File: config.mk
export PLATFORM = sky130hd
export DESIGN_NAME = event_ctrl
export DESIGN_NICKNAME = d
export VERILOG_FILES = /design/src/rtl/event_ctrl.sv
export SDC_FILE = /design/constraint.sdc
export NUM_CORES = 1
export LEC_CHECK = 0
export ABC_AREA = 0
export BUFFER_PORTS_ARGS = -buffer_cell sky130_fd_sc_hd__buf_2
export CORE_MARGIN = 8
export CORE_UTILIZATION = 40
export DETAILED_ROUTE_END_ITERATION = 16
export GPL_TIMING_DRIVEN = 0
export PLACE_DENSITY = 0.72
export SLEW_MARGIN = 40
export SYNTH_ARGS = -nofsm -noshare
export SYNTH_HDL_FRONTEND = slang
export SYNTH_SLANG_ARGS = --single-unit
File: constraint.sdc
create_clock -name clk -period 2.4 [get_ports clk]
set_clock_uncertainty 0.2 [all_clocks]
set_input_delay 0.12 -clock clk [delete_from_list [all_inputs] [get_ports clk]]
set_output_delay 0.12 -clock clk [all_outputs]
set_load 0.03 [all_outputs]
File: src/rtl/event_ctrl.sv
// -----------------------------------------------------------------------------
// event_ctrl
//
// Event controller for a time-multiplexed neuron array. It accepts external
// AER events over a 4-phase handshake and pushes them into the scheduler FIFO
// as virtual events. When the FIFO holds events, it pops one at a time:
//  - a virtual event (non-zero weight) updates one neuron with that weight,
//  - a spike event (zero weight) sweeps all N neurons through the synapse
//    array, stalling while the FIFO is full so no output spike is lost.
//
// Ports
//   clk, rst_n            : clock (rising edge) and async active-low reset
//   aer_req / aer_ack     : external AER 4-phase handshake (req is async)
//   aer_addr              : {virts, neuron addr} of the external event
//   sched_empty/full      : scheduler FIFO status
//   sched_data_out        : FIFO head, first-word fall-through
//   ctrl_sched_pop_n      : active-low FIFO pop
//   ctrl_sched_event_in   : push code (7'b0000010 = virtual push)
//   ctrl_sched_virts/addr : virtual event pushed from AER
//   ctrl_neurmem_addr/en  : neuron memory address and update strobe
//   ctrl_syn_addr         : synapse address {source, neuron}
//   ctrl_virt_w           : weight for the current update (0 = use synapse)
//   ctrl_busy             : controller is not idle
// -----------------------------------------------------------------------------
module event_ctrl #(
  parameter int N         = 256,
  parameter int M         = 8,
  parameter int VIRT_BITS = 4
) (
  input  logic                 clk,
  input  logic                 rst_n,
  input  logic                 aer_req,
  input  logic [VIRT_BITS+M-1:0] aer_addr,
  output logic                 aer_ack,
  input  logic                 sched_empty,
  input  logic                 sched_full,
  input  logic [VIRT_BITS+M-1:0] sched_data_out,
  output logic                 ctrl_sched_pop_n,
  output logic [6:0]           ctrl_sched_event_in,
  output logic [VIRT_BITS-1:0] ctrl_sched_virts,
  output logic [M-1:0]         ctrl_sched_addr,
  output logic [M-1:0]         ctrl_neurmem_addr,
  output logic                 ctrl_neurmem_en,
  output logic [2*M-1:0]       ctrl_syn_addr,
  output logic [VIRT_BITS-1:0] ctrl_virt_w,
  output logic                 ctrl_busy
);

  localparam int W = VIRT_BITS + M;
  localparam logic [6:0]   EV_VIRT_PUSH = 7'b0000010;
  localparam logic [M-1:0] CNT_LAST     = M'(N - 1);

  typedef enum logic [2:0] {
    S_IDLE,
    S_AER_PUSH,
    S_AER_ACK,
    S_POP,
    S_SWEEP,
    S_VIRT,
    S_WAIT
  } state_t;

  state_t               state_q, state_d;
  logic [M-1:0]         cnt_q, cnt_d;
  logic [M-1:0]         src_q, src_d;
  logic [VIRT_BITS-1:0] virts_q, virts_d;
  logic                 req_meta_q, req_sync_q;

  // NOTE: aer_req is asynchronous to clk; two flops bound metastability and
  // only req_sync_q may feed any decision logic.
  always_ff @(posedge clk or negedge rst_n) begin
    if (!rst_n) begin
      req_meta_q <= 1'b0;
      req_sync_q <= 1'b0;
    end else begin
      req_meta_q <= aer_req;
      req_sync_q <= req_meta_q;
    end
  end

  // NOTE: sequential state uses non-blocking assignments so every register
  // samples the pre-edge value of every other register.
  always_ff @(posedge clk or negedge rst_n) begin
    if (!rst_n) begin
      state_q <= S_IDLE;
      cnt_q   <= '0;
      src_q   <= '0;
      virts_q <= '0;
    end else begin
      state_q <= state_d;
      cnt_q   <= cnt_d;
      src_q   <= src_d;
      virts_q <= virts_d;
    end
  end

  // NOTE: every signal written here gets a default first, so no path through
  // the case statement can leave one unassigned and infer a latch.
  always_comb begin
    state_d             = state_q;
    cnt_d               = cnt_q;
    src_d               = src_q;
    virts_d             = virts_q;
    aer_ack             = 1'b0;
    ctrl_sched_pop_n    = 1'b1;
    ctrl_sched_event_in = '0;
    ctrl_sched_virts    = '0;
    ctrl_sched_addr     = '0;
    ctrl_neurmem_addr   = cnt_q;
    ctrl_neurmem_en     = 1'b0;
    ctrl_virt_w         = '0;

    unique case (state_q)
      S_IDLE: begin
        // External events take priority over draining the FIFO.
        if (req_sync_q)        state_d = S_AER_PUSH;
        else if (!sched_empty) state_d = S_POP;
      end

      S_AER_PUSH: begin
        ctrl_sched_virts = aer_addr[W-1:M];
        ctrl_sched_addr  = aer_addr[M-1:0];
        if (!sched_full) begin
          ctrl_sched_event_in = EV_VIRT_PUSH;
          state_d             = S_AER_ACK;
        end
      end

      S_AER_ACK: begin
        aer_ack = 1'b1;
        if (!req_sync_q) state_d = S_IDLE;
      end

      S_POP: begin
        // Gating on sched_empty guarantees no pop of an empty FIFO.
        if (!sched_empty) begin
          ctrl_sched_pop_n = 1'b0;
          src_d            = sched_data_out[M-1:0];
          virts_d          = sched_data_out[W-1:M];
          if (sched_data_out[W-1:M] != '0) begin
            state_d = S_VIRT;
          end else begin
            cnt_d   = '0;
            state_d = S_SWEEP;
          end
        end else begin
          state_d = S_IDLE;
        end
      end

      S_SWEEP: begin
        // A full FIFO cannot accept the spike this update might produce,
        // so the update is held rather than dropped.
        if (!sched_full) begin
          ctrl_neurmem_en = 1'b1;
          cnt_d           = cnt_q + 1'b1;
          if (cnt_q == CNT_LAST) begin
            cnt_d   = '0;
            state_d = S_WAIT;
          end
        end
      end

      S_VIRT: begin
        ctrl_neurmem_en   = 1'b1;
        ctrl_neurmem_addr = src_q;
        ctrl_virt_w       = virts_q;
        state_d           = S_IDLE;
      end

      S_WAIT: begin
        // Lets the spike from the last sweep update reach the FIFO.
        state_d = S_IDLE;
      end

      default: state_d = S_IDLE;
    endcase
  end

  assign ctrl_syn_addr = {src_q, ctrl_neurmem_addr};
  assign ctrl_busy     = (state_q != S_IDLE);

endmodule

[Word-level counts from Yosys, hierarchy flattened]
Index checks and enable logic that the tools add are counted.
Operators by class
  multiplexer cells: 25
  order comparisons: 0
  bitwise operators: 1
  eq/ne operators: 13
  multipliers: 0
  reduce and logical (&&, ||, !) cells: 7
  divide/modulo/power cells: 0
  shifts and indexed selects: 0
  add/sub/neg operators: 1
Operator list (number)
  8-bit two-way mux: 6
  3-bit two-way mux: 7
  8-bit one-hot mux with 2 select lines: 1
  3-bit one-hot mux with 5 select lines: 1
  2-bit != test, second input constant: 6
  8-bit by 1-bit adder with 8-bit output, second input constant: 1
  8-bit equality test, second input constant: 1
  4-bit two-way mux: 2
  3-bit by 2-bit equality test with 1-bit output, second input constant: 2
  3-bit equality test, second input constant: 2
  1-bit two-way mux: 5
  5-bit AND reduction: 1
  2-bit two-way mux: 2
  4-bit AND reduction: 1
  4-bit nonzero test: 1
  3-bit by 1-bit equality test with 1-bit output, second input constant: 1
  3-bit logical NOT: 1
  3-bit != test, second input constant: 1
  3-bit nonzero test: 1
  1-bit one-hot mux with 2 select lines: 1
  2-bit AND reduction: 1
  2-bit nonzero test: 1
  1-bit inverter: 1
Word-level totals
  memory bits (read-only): 0
  flip-flop bits (word level): 25
  memory bits (writable): 0
  latch bits: 0
  memories kept: 0
  output and inout port bits: 51

[Logic depth before layout (Yosys ltp)]
Gate-level depths: netlist of run 1.
  depth in word-level cells: 4
  depth in mapped cells: 7
  depth with buffers taken out: 5

[Worst setup path after synthesis of run 1]
Ideal clock, no wire load.
  path type: reg-to-output
  start point: reg state_q[0]
  end point: out ctrl_syn_addr[5]
  stages on the path, launching flop included: 8
  data arrival time: 1.645 ns
  path slack: 0.435 ns
  data required time: 2.080 ns
  cell sequence: dfrtp_1 buf_4 inv_1 nor2_1 nand2_1 buf_2 mux2_2 buf_4
On the way
  word-level cells in the longest chain between the ends: 2
Ends and longest elaborated chain
  from (decl): RTL line 63  | state_t state_q, state_d;
  from (signal assigned): RTL line 90  | state_q <= state_d;
  3-bit equality test: RTL line 113  | unique case (state_q)
  8-bit two-way mux: RTL line 113
  to (decl): RTL line 44  | output logic [2*M-1:0] ctrl_syn_addr,
Every way passes these cells.

[Final worst setup path of run 1]
  start point: reg state_q[0]
  end point: out ctrl_syn_addr[1]
Same word-level chain as after synthesis.

==> impl_metrics.csv, run 1 <==
group,metric,value,unit
synthesis,yosys_warnings,0,
finish,syn_to_final_growth,41.5,%
floorplan,core,3690,µm²
routing,ant_nets,0,
global_routing,overflow,0,
setup_path,path_max_fanout,10,
timing,fmax,438,MHz
global_routing,gr-usage-all-layers,13.1,%
clocking,cts_inserted_buffers,3,
timing,drv_slew,0,
power,p_leak,1.23,nW
synthesis,synthArstFlopShare,100,%
clocking,cts_tree,"done",
setup_path,critPathKind,"flip-flop to output pin",
clocking,cts_setup_buffers,0,
clocking,clkLatencyLatePin,0.27,ns
synthesis,netlist_area,1550,µm²
global_routing,grt_pass1_wl,6810,µm
floorplan,die-area,6110,µm²
placed_design,io_buffer_count,73,
synthesis,syn_avg_cell_area,9.60,µm²
synthesis,synth_edf_count,0,
timing,max-slew-margin-rel,60.5,%
finish,fill_cells,349,
routing,routedWlPerCell,13.4,µm
flow_run,maxCapViolations,0,
timing,setup-tns-final,0,ns
power,power.density,1080,nW/µm²
clocking,clockBufferDepth,2,
global_routing,grt_pass1_vias,1474,
placed_design,dp_hpwl,3120,µm
timing,worst_slew_pin_slew,0.588,ns
clocking,cts-root-buf,"clkbuf_8",
timing,hold_viol,0,
synthesis,synth_cells,161,
synthesis,ys_ff_latch,25,
finish,antenna_cells,0,
setup_path,critPathRequiredTime,2.08,ns
timing,rsz0062_at_grt,"false",
setup_path,critPathMaxStageDelay,0.37,ns
timing,min_period,2.28,ns
routing,viasPerCell,4.82,
finish,nets,288,
global_routing,antenna_found_initial,0,
power,ir_drop,0.707,mV
timing,setup_viol,0,
finish,final_util,59.3,%
finish,drive_gt1_share,47.1,%
routing,dr.pass1.iters,4,
setup_path,crit_chain,"buf_4, inv_2, nor2_2, nand2_2, buf_4, mux2_2, buf_4, buf_2",
routing,drc,0,
floorplan,io_pins,80,
setup_path,end_kind,"output pin",
run_status,outcome,"complete, no violations",
floorplan,num_rows,22,
setup_path,timing.critical_path.mode_cell,"buf_4",
global_routing,grt_start_max_net_pins,26,
routing,routed-via-count,1470,
worst_hold_path,hp-class,"input pin to flip-flop",
placed_design,gp_congestion,0.787,
setup_path,cp.arrival,1.96,ns
setup_path,cp-start-kind,"flip-flop",
setup_path,cp_slowest_cell,"dfrtp_1",
routing,wl,4090,µm
floorplan,initial_core_util,41.9,%
floorplan,die_y,78.2,µm
routing,drt_iter0_markers,53,
synthesis,synth_cell_type_count,37,
clocking,path_clk_slew,0.09,ns
clocking,numClockSinks,25,
clocking,htreeDepth,1,
synthesis,synth_flop_cell,"dfrtp_1",
synthesis,ys_seq_area_share,40.5,%
timing,fin_crit_sh,95.2,%
floorplan,die_x,78.2,µm
==> final timing paths <==
path                            start                to  slack (ns)  cells past startpoint
max                        state_q[0]  ctrl_syn_addr[1]        0.12                      8
min                        sched_full          cnt_q[4]        0.08                      4
max reg2reg                state_q[1]          cnt_q[5]        0.51                      5
min reg2reg                req_meta_q        req_sync_q        0.16                      0
max in group asynchronous       rst_n          cnt_q[3]        1.47                      2
min in group asynchronous       rst_n          src_q[0]        0.16                      2
==> cell families (layout without fill, tap and decap cells) <==
group	Yosys count	after routing	synth area share (%)
flops	25	25	40.5
compound gates	33	33	13.8
other cells	1	6	0.243
buf+inv	31	122	12.4
simple gates	54	54	20.6
mux	16	16	11.7
fa+ha+maj	1	1	0.810
==> through the flow <==
step / total power (W) / cell area [µm²] / hold WS (ns) / instances / setup WS, ns
detailed placement: 0.00210 / 1990 / -0.0558 / 287 / 0.190
global placement: 0.00208 / 1990 / -0.0569 / 287 / 0.210
CTS: 0.00237 / 2180 / 0.0711 / 305 / 0.0171
finish: 0.00235 / 2190 / 0.0793 / 305 / 0.116
floorplan: 0.00172 / 1560 / -0.376 / 166 / 0.435
global route: 0.00252 / 2190 / 0.0931 / 305 / 0.0304
==> synthesized netlist by cell type, types with 2 or more instances <==
library cell,instances,area [µm²]
nor3b_1,2,15.0
o21ai_0,15,75.1
nand2_1,11,41.3
nand4_1,2,12.5
a31oi_1,3,18.8
inv_1,8,30.0
a21oi_1,3,15.0
buf_4,15,113
or3b_1,2,17.5
mux2_2,16,180
buf_6,2,22.5
clkbuf_1,3,11.3
a21o_1,3,22.5
nor3_1,2,10.0
buf_2,3,15.0
and3_1,16,100
o22ai_1,2,12.5
dfrtp_1,25,626
nor2_1,10,37.5
==> layer usage <==
metal	up-vias	routed length (µm)	share of wire, %	track usage [%]
met4	0	29	0.71	2.78
met2	40	2120	52	23.7
met5	-	0	0	0
li1	739	-	-	-
met1	686	1690	41	14.8
met3	5	258	6.3	3.99
==> timing repair <==
item	4_1_cts	5_1_grt
endpoints found under the hold margin	38	0
endpoints found under the setup margin	10	5
pin swaps	0	0
hold buffers	14	0
resized for setup	2	2
==> power by group <==
part | switching, W | leakage (nW) | internal [W]
sequential | 0.0000848 | 0.316 | 0.000565
combinational | 0.000927 | 0.891 | 0.000528
clock | 0.000132 | 0.0217 | 0.000118
total | 0.00114 | 1.23 | 0.00121
==> area by class of cell <==
| type | instances | area [µm²] | share of cell area, % |
|---|---|---|---|
| inverters | 8 | 30.0 | 1.37 |
| multi-input cells | 110 | 752 | 34.4 |
| repair buffers | 87 | 505 | 23.1 |
| well taps | 48 | 60.1 | 2.75 |
| clock buffers | 3 | 41.3 | 1.89 |
| clock inverters | 1 | 7.51 | 0.343 |
| flip-flops and latches | 25 | 626 | 28.6 |
| plain buffers | 23 | 164 | 7.50 |
==> sequential cells by signal (all words and copies together), names as in the netlist <==
register / count
src_q: 8
req_meta_q: 1
state_q: 3
cnt_q: 8
req_sync_q: 1
virts_q: 4
==> placed cells by master (no fill, tap or decap), types with 2 or more instances in the layout <==
cell type and count:
a31oi_1 3, conb_1 6, dlygate4sd3_1 14, nor3b_1 2
mux2_2 16, or3b_1 2, nand4_1 2, clkbuf_1 3
inv_1 7, a21o_1 3, nor2_1 9, a21oi_1 3
nor3_1 2, dfrtp_1 25, buf_4 16, buf_2 75
clkbuf_8 3, and3_1 16, o21ai_0 15, buf_6 2
o22ai_1 2, nand2_1 10
==> worst max-delay path: cells and delay by family, from the launching register on <==
family	cells	cell delay (ns)
and+or+nand+nor	2	0.18
buffers and inverters	5	0.78
muxes	1	0.36
DFF	1	0.37
Note: power is estimated with default switching activity, not from simulation.
==> inputs of run 2 (changes only) <==
--- a/config.mk
+++ b/config.mk
@@ -6,7 +6,7 @@
 export NUM_CORES = 1
 export LEC_CHECK = 0
 export ABC_AREA = 0
-export BUFFER_PORTS_ARGS = -buffer_cell sky130_fd_sc_hd__buf_2
+export BUFFER_PORTS_ARGS = -buffer_cell sky130_fd_sc_hd__buf_4
 export CORE_MARGIN = 8
 export CORE_UTILIZATION = 40
 export DETAILED_ROUTE_END_ITERATION = 16
==> impl_metrics.csv, run 2 (same netlist as run 1, synthesis figures left out) <==
group,metric,value,unit
run_status,outcome,"complete, no violations",
timing,fin_crit_sh,95.1,%
global_routing,overflow,0,
floorplan,initial_core_util,41.9,%
floorplan,die_y,78.2,µm
setup_path,end_kind,"output pin",
floorplan,num_rows,22,
floorplan,core,3690,µm²
worst_hold_path,hp-class,"input pin to flip-flop",
power,ir_drop,0.654,mV
timing,drv_slew,0,
setup_path,path_max_fanout,10,
routing,routed-via-count,1482,
timing,worst_slew_pin_slew,0.652,ns
global_routing,gr-usage-all-layers,13.6,%
clocking,clkLatencyLatePin,0.27,ns
setup_path,cp_top_family,"buffers and inverters",
global_routing,grt_pass1_vias,1511,
setup_path,crit_chain,"buf_4, inv_1, nor2_2, nand2_2, buf_6, mux2_2, buf_4, buf_4",
finish,syn_to_final_growth,53.6,%
setup_path,critPathRequiredTime,2.08,ns
timing,setup_viol,0,
placed_design,io_buffer_count,73,
clocking,cts-root-buf,"clkbuf_8",
finish,drive_gt1_share,46.7,%
setup_path,timing.rr.start,"state_q[1]",
routing,dr.pass1.iters,4,
placed_design,gp_congestion,0.797,
routing,drc,0,
timing,worst_slack,0.117,ns
finish,layout_commonest_cell,"buf_4",
floorplan,die-area,6110,µm²
clocking,clockBufferDepth,2,
placed_design,placed_area,2170,µm²
routing,drt_iter0_markers,56,
finish,post-route-cell-area,2370,µm²
worst_hold_path,hp-start,"sched_full",
timing,min_period,2.28,ns
floorplan,die_x,78.2,µm
timing,rsz0062_at_grt,"false",
routing,viasPerCell,4.86,
finish,reg_top3,"cnt_q: 8 flops, src_q: 8 flops, virts_q: 4 flops",
floorplan,io_pins,80,
flow_run,maxCapViolations,0,
timing,hold_viol,0,
setup_path,cp_slowest_cell,"dfrtp_1",
timing,max-slew-margin-rel,56.1,%
clocking,htreeDepth,1,
setup_path,timing.critical_path.mode_cell,"buf_4",
placed_design,dp_hpwl,3200,µm
global_routing,grt_pass1_wl,7060,µm
clocking,path_clk_slew,0.10,ns
routing,routedWlPerCell,14.0,µm
power,p_leak,1.27,nW
global_routing,grt_start_max_net_pins,26,
finish,layout.cells.most_common_list,"buf_4 (88), dfrtp_1 (25), and3_1 (16), mux2_2 (16), o21ai_0 (15)",
setup_path,critPathMaxStageDelay,0.37,ns
setup_path,crit_start,"state_q[0]",
clocking,cts_tree,"done",
finish,nets,288,
setup_path,cp-start-kind,"flip-flop",
placed_design,place_ws,0.226,ns
setup_path,critPathKind,"flip-flop to output pin",
routing,ant_nets,0,
routing,wl,4270,µm
timing,fmax,438,MHz
clocking,numClockSinks,25,
clocking,cts_inserted_buffers,3,
timing,setup-tns-final,0,ns
global_routing,antenna_found_initial,0,
power,power.density,1060,nW/µm²
finish,antenna_cells,0,
setup_path,cp.arrival,1.96,ns
setup_path,path_buf_inv,5,
run 2: cell count changes in the layout (fill, tap and decap cells not counted):
cell,previous run,this run
inv_6,0,1
buf_2,75,2
buf_6,2,3
inv_1,7,8
buf_4,16,88
inv_2,1,0
clkinvlp_4,1,0
run 2: routing by layer:
metal  track usage, %  vias to the layer above  wire [µm]
li1                 -                      739          -
met1             15.1                      694       1670
met2             24.8                       47       2260
met3             4.67                        2        319
met4             2.22                        0         17
met5                0                        -          0
run 2: cell type report:
class | count | area (µm²)
buffer | 23 | 168
clock buffer | 3 | 41.3
clock inverter | 1 | 8.76
fill | 323 | 1320
inverter | 8 | 30.0
multi-input combinational | 110 | 752
sequential | 25 | 626
tap | 48 | 60.1
timing repair buffer | 87 | 688
run 2: repair_timing:
action / 4_1_cts / 5_1_grt
hold buffers: 14 / 0
setup buffers: 0 / 0
gates cloned: 0 / 0
setup endpoints to repair: 5 / 5
endpoints found under the hold margin: 38 / 0
resized for setup: 2 / 2
run 2: worst min-delay path: cells and delay by family:
kind / cells / cell delay [ns]
AO/OA/AOI/OAI: 1 / 0.06
buffers and inverters: 1 / 0.14
AND/OR/NAND/NOR: 2 / 0.13
run 2: per-stage QoR:
| stage | total power [W] | hold WS, ns | instances | util [%] |
|---|---|---|---|---|
| after CTS | 0.00254 | 0.00950 | 305 | 64.2 |
| after floorplan | 0.00172 | -0.376 | 166 | - |
| after global routing | 0.00270 | 0.0252 | 305 | 64.3 |
| after detailed placement | 0.00225 | -0.153 | 287 | 58.9 |
| final | 0.00253 | 0.0180 | 305 | 64.3 |
| after global placement | 0.00224 | -0.156 | 287 | 58.9 |
run 2: report_power, final:
part           internal (W)  switching (W)  total (W)
clock network      0.000122       0.000142   0.000264
logic              0.000669       0.000941    0.00161
registers          0.000565      0.0000884   0.000653
run 2: worst paths after layout:
| check | slack, ns | cells after the start | end |
|---|---|---|---|
| setup / recovery | 0.12 | 8 | ctrl_syn_addr[1] |
| hold / removal | 0.02 | 4 | cnt_q[4] |
| setup reg to reg | 0.50 | 5 | cnt_q[3] |
| hold reg to reg | 0.16 | 0 | req_sync_q |
| max in group asynchronous | 1.69 | 2 | req_sync_q |
| min in group asynchronous | 0.07 | 2 | src_q[4] |
==> inputs of run 3 (changes only) <==
--- a/config.mk
+++ b/config.mk
@@ -11,7 +11,8 @@
 export CORE_UTILIZATION = 40
 export DETAILED_ROUTE_END_ITERATION = 16
 export GPL_TIMING_DRIVEN = 0
-export PLACE_DENSITY = 0.72
+export PLACE_DENSITY = 0.75
+export RECOVER_POWER = 50
 export SLEW_MARGIN = 40
 export SYNTH_ARGS = -nofsm -noshare
 export SYNTH_HDL_FRONTEND = slang
==> constraint.sdc (replaced) <==
create_clock -name clk -period 1.9 [get_ports clk]
set_clock_uncertainty 0.2 [all_clocks]
set_input_delay 0.095 -clock clk [delete_from_list [all_inputs] [get_ports clk]]
set_output_delay 0.095 -clock clk [all_outputs]
set_load 0.03 [all_outputs]
==> impl_metrics.csv, run 3 (same netlist as run 1, synthesis figures left out) <==
group,metric,value,unit
finish,layout_commonest_cell,"buf_4",
run_status,violations,"negative setup slack",
finish,layout.cells.most_common_list,"buf_4 (64), buf_6 (31), dfrtp_1 (25), and3_1 (16), dlygate4sd3_1 (14)",
finish,reg_top3,"cnt_q: 8 flops, src_q: 8 flops, virts_q: 4 flops",
clocking,numClockSinks,25,
routing,drc,0,
global_routing,gr-usage-all-layers,14.6,%
setup_path,r2r_slack,-0.01,ns
floorplan,initial_core_util,41.9,%
placed_design,place_ws,-0.279,ns
clocking,cts_inserted_buffers,3,
placed_design,dp_hpwl,3240,µm
finish,multiInputGateArea,877,µm²
setup_path,critPathRequiredTime,1.60,ns
routing,ant_nets,0,
timing,fmax,501,MHz
routing,routedWlPerCell,15.5,µm
timing,max-slew-margin-rel,58.5,%
finish,nets,300,
power,ir_drop,1.03,mV
finish,drive_gt1_share,53.5,%
floorplan,die_y,78.2,µm
power,p_leak,1.39,nW
routing,routed-via-count,1595,
clocking,cts_tree,"done",
worst_hold_path,hp-class,"input pin to flip-flop",
run_status,outcome,"complete, but fails checks",
timing,drv_slew,0,
timing,hold_viol,0,
routing,wl,4910,µm
timing,rsz0062_at_grt,"true",
setup_path,crit_start,"state_q[1]",
global_routing,grt_start_max_net_pins,26,
placed_design,gp_congestion,0.806,
clocking,cts-root-buf,"clkbuf_8",
finish,instances_no_fill,317,
setup_path,cp.arrival,1.70,ns
timing,setup-tns-final,-0.531,ns
setup_path,r2r-end,"cnt_q[5]",
timing,min_period,1.99,ns
clocking,clockBufferDepth,2,
global_routing,overflow,0,
routing,viasPerCell,5.03,
clocking,htreeDepth,1,
flow_run,maxCapViolations,0,
setup_path,critPathKind,"flip-flop to output pin",
floorplan,num_rows,22,
power,power.density,1360,nW/µm²
finish,syn_to_final_growth,74.7,%
placed_design,io_buffer_count,73,
setup_path,path_max_fanout,3,
routing,drt_iter0_markers,86,
clocking,clkLatencyLatePin,0.27,ns
power,finalPower,0.00367,W
floorplan,core,3690,µm²
finish,fill_cells,264,
finish,antenna_cells,0,
timing,whs,0.0134,ns
setup_path,end_kind,"output pin",
global_routing,antenna_found_initial,0,
floorplan,die_x,78.2,µm
timing,worst_slew_pin_slew,0.623,ns
timing,setup_viol,7,
routing,dr.pass1.iters,4,
setup_path,endpoint,"ctrl_syn_addr[7]",
floorplan,io_pins,80,
setup_path,cp-start-kind,"flip-flop",
timing,worst_slack,-0.0943,ns
setup_path,ff2ff_path_depth,8,
global_routing,grt_pass1_vias,1528,
placed_design,dp.cells,287,
setup_path,timing.rr.start,"state_q[1]",
global_routing,grt_pass1_wl,7370,µm
clocking,path_clk_slew,0.09,ns
timing,fin_crit_sh,105,%
floorplan,die-area,6110,µm²
finish,seq_area,626,µm²
run 3: cell types whose count changed in the layout (fill, tap and decap cells not counted), sizes merged:
| cell | before | now |
|---|---|---|
| inv | 9 | 7 |
| clkinvlp | 0 | 1 |
| buf | 93 | 97 |
| clkbuf | 6 | 15 |
run 3: area by class of cell:
type	instances	area share, %
plain buffers	19	6.81
flip-flops and latches	25	23.2
inverters	8	1.53
multi-input cells	110	32.5
repair buffers	103	32.1
clock buffers	4	1.67
well taps	48	2.22
run 3: through the flow:
stage | utilization, % | area [µm²]
detailed placement | 58.9 | 2170
finish | 73.2 | 2700
floorplan | - | 1560
global placement | 58.9 | 2170
CTS | 69.2 | 2550
global route | 73.2 | 2700
run 3: worst min-delay path by stage:
stage | from | to | slack [ns] | depth (start not counted)
after detailed placement | rst_n | src_q[0] | -0.19 | 1
after global placement | rst_n | src_q[4] | -0.18 | 1
after global routing | sched_empty | state_q[1] | 0.02 | 4
after CTS | sched_empty | state_q[1] | 0.01 | 4
after floorplan | rst_n | cnt_q[0] | -0.40 | 0
final | sched_empty | state_q[1] | 0.01 | 4
run 3: worst max-delay path, stage by stage, from the launching register on:
cell and delay [ns]:
dfrtp_1 0.41, buf_6 0.14, nor2_4 0.10, nand2_4 0.08, buf_4 0.14, mux2_4 0.30
buf_4 0.14, buf_6 0.13
run 3: layer usage:
layer / share of wire [%] / global-route usage (%) / vias up
li1: - / - / 763
met1: 39 / 16.0 / 760
met2: 53 / 26.4 / 59
met3: 5.8 / 4.56 / 13
met4: 2.0 / 4.07 / 0
met5: 0 / 0 / -
run 3: report_power, final:
part	switching, W	internal, W	total [W]
clock	0.000169	0.000150	0.000319
combinational	0.00140	0.00112	0.00252
sequential	0.000119	0.000714	0.000833
run 3: what timing repair did:
action | in CTS | in global routing
setup endpoints to repair | 32 | 38
hold endpoints to repair | 38 | 0
pin swaps | 3 | 7
gates resized for setup | 39 | 41
setup buffers | 11 | 6
hold buffers | 14 | 0
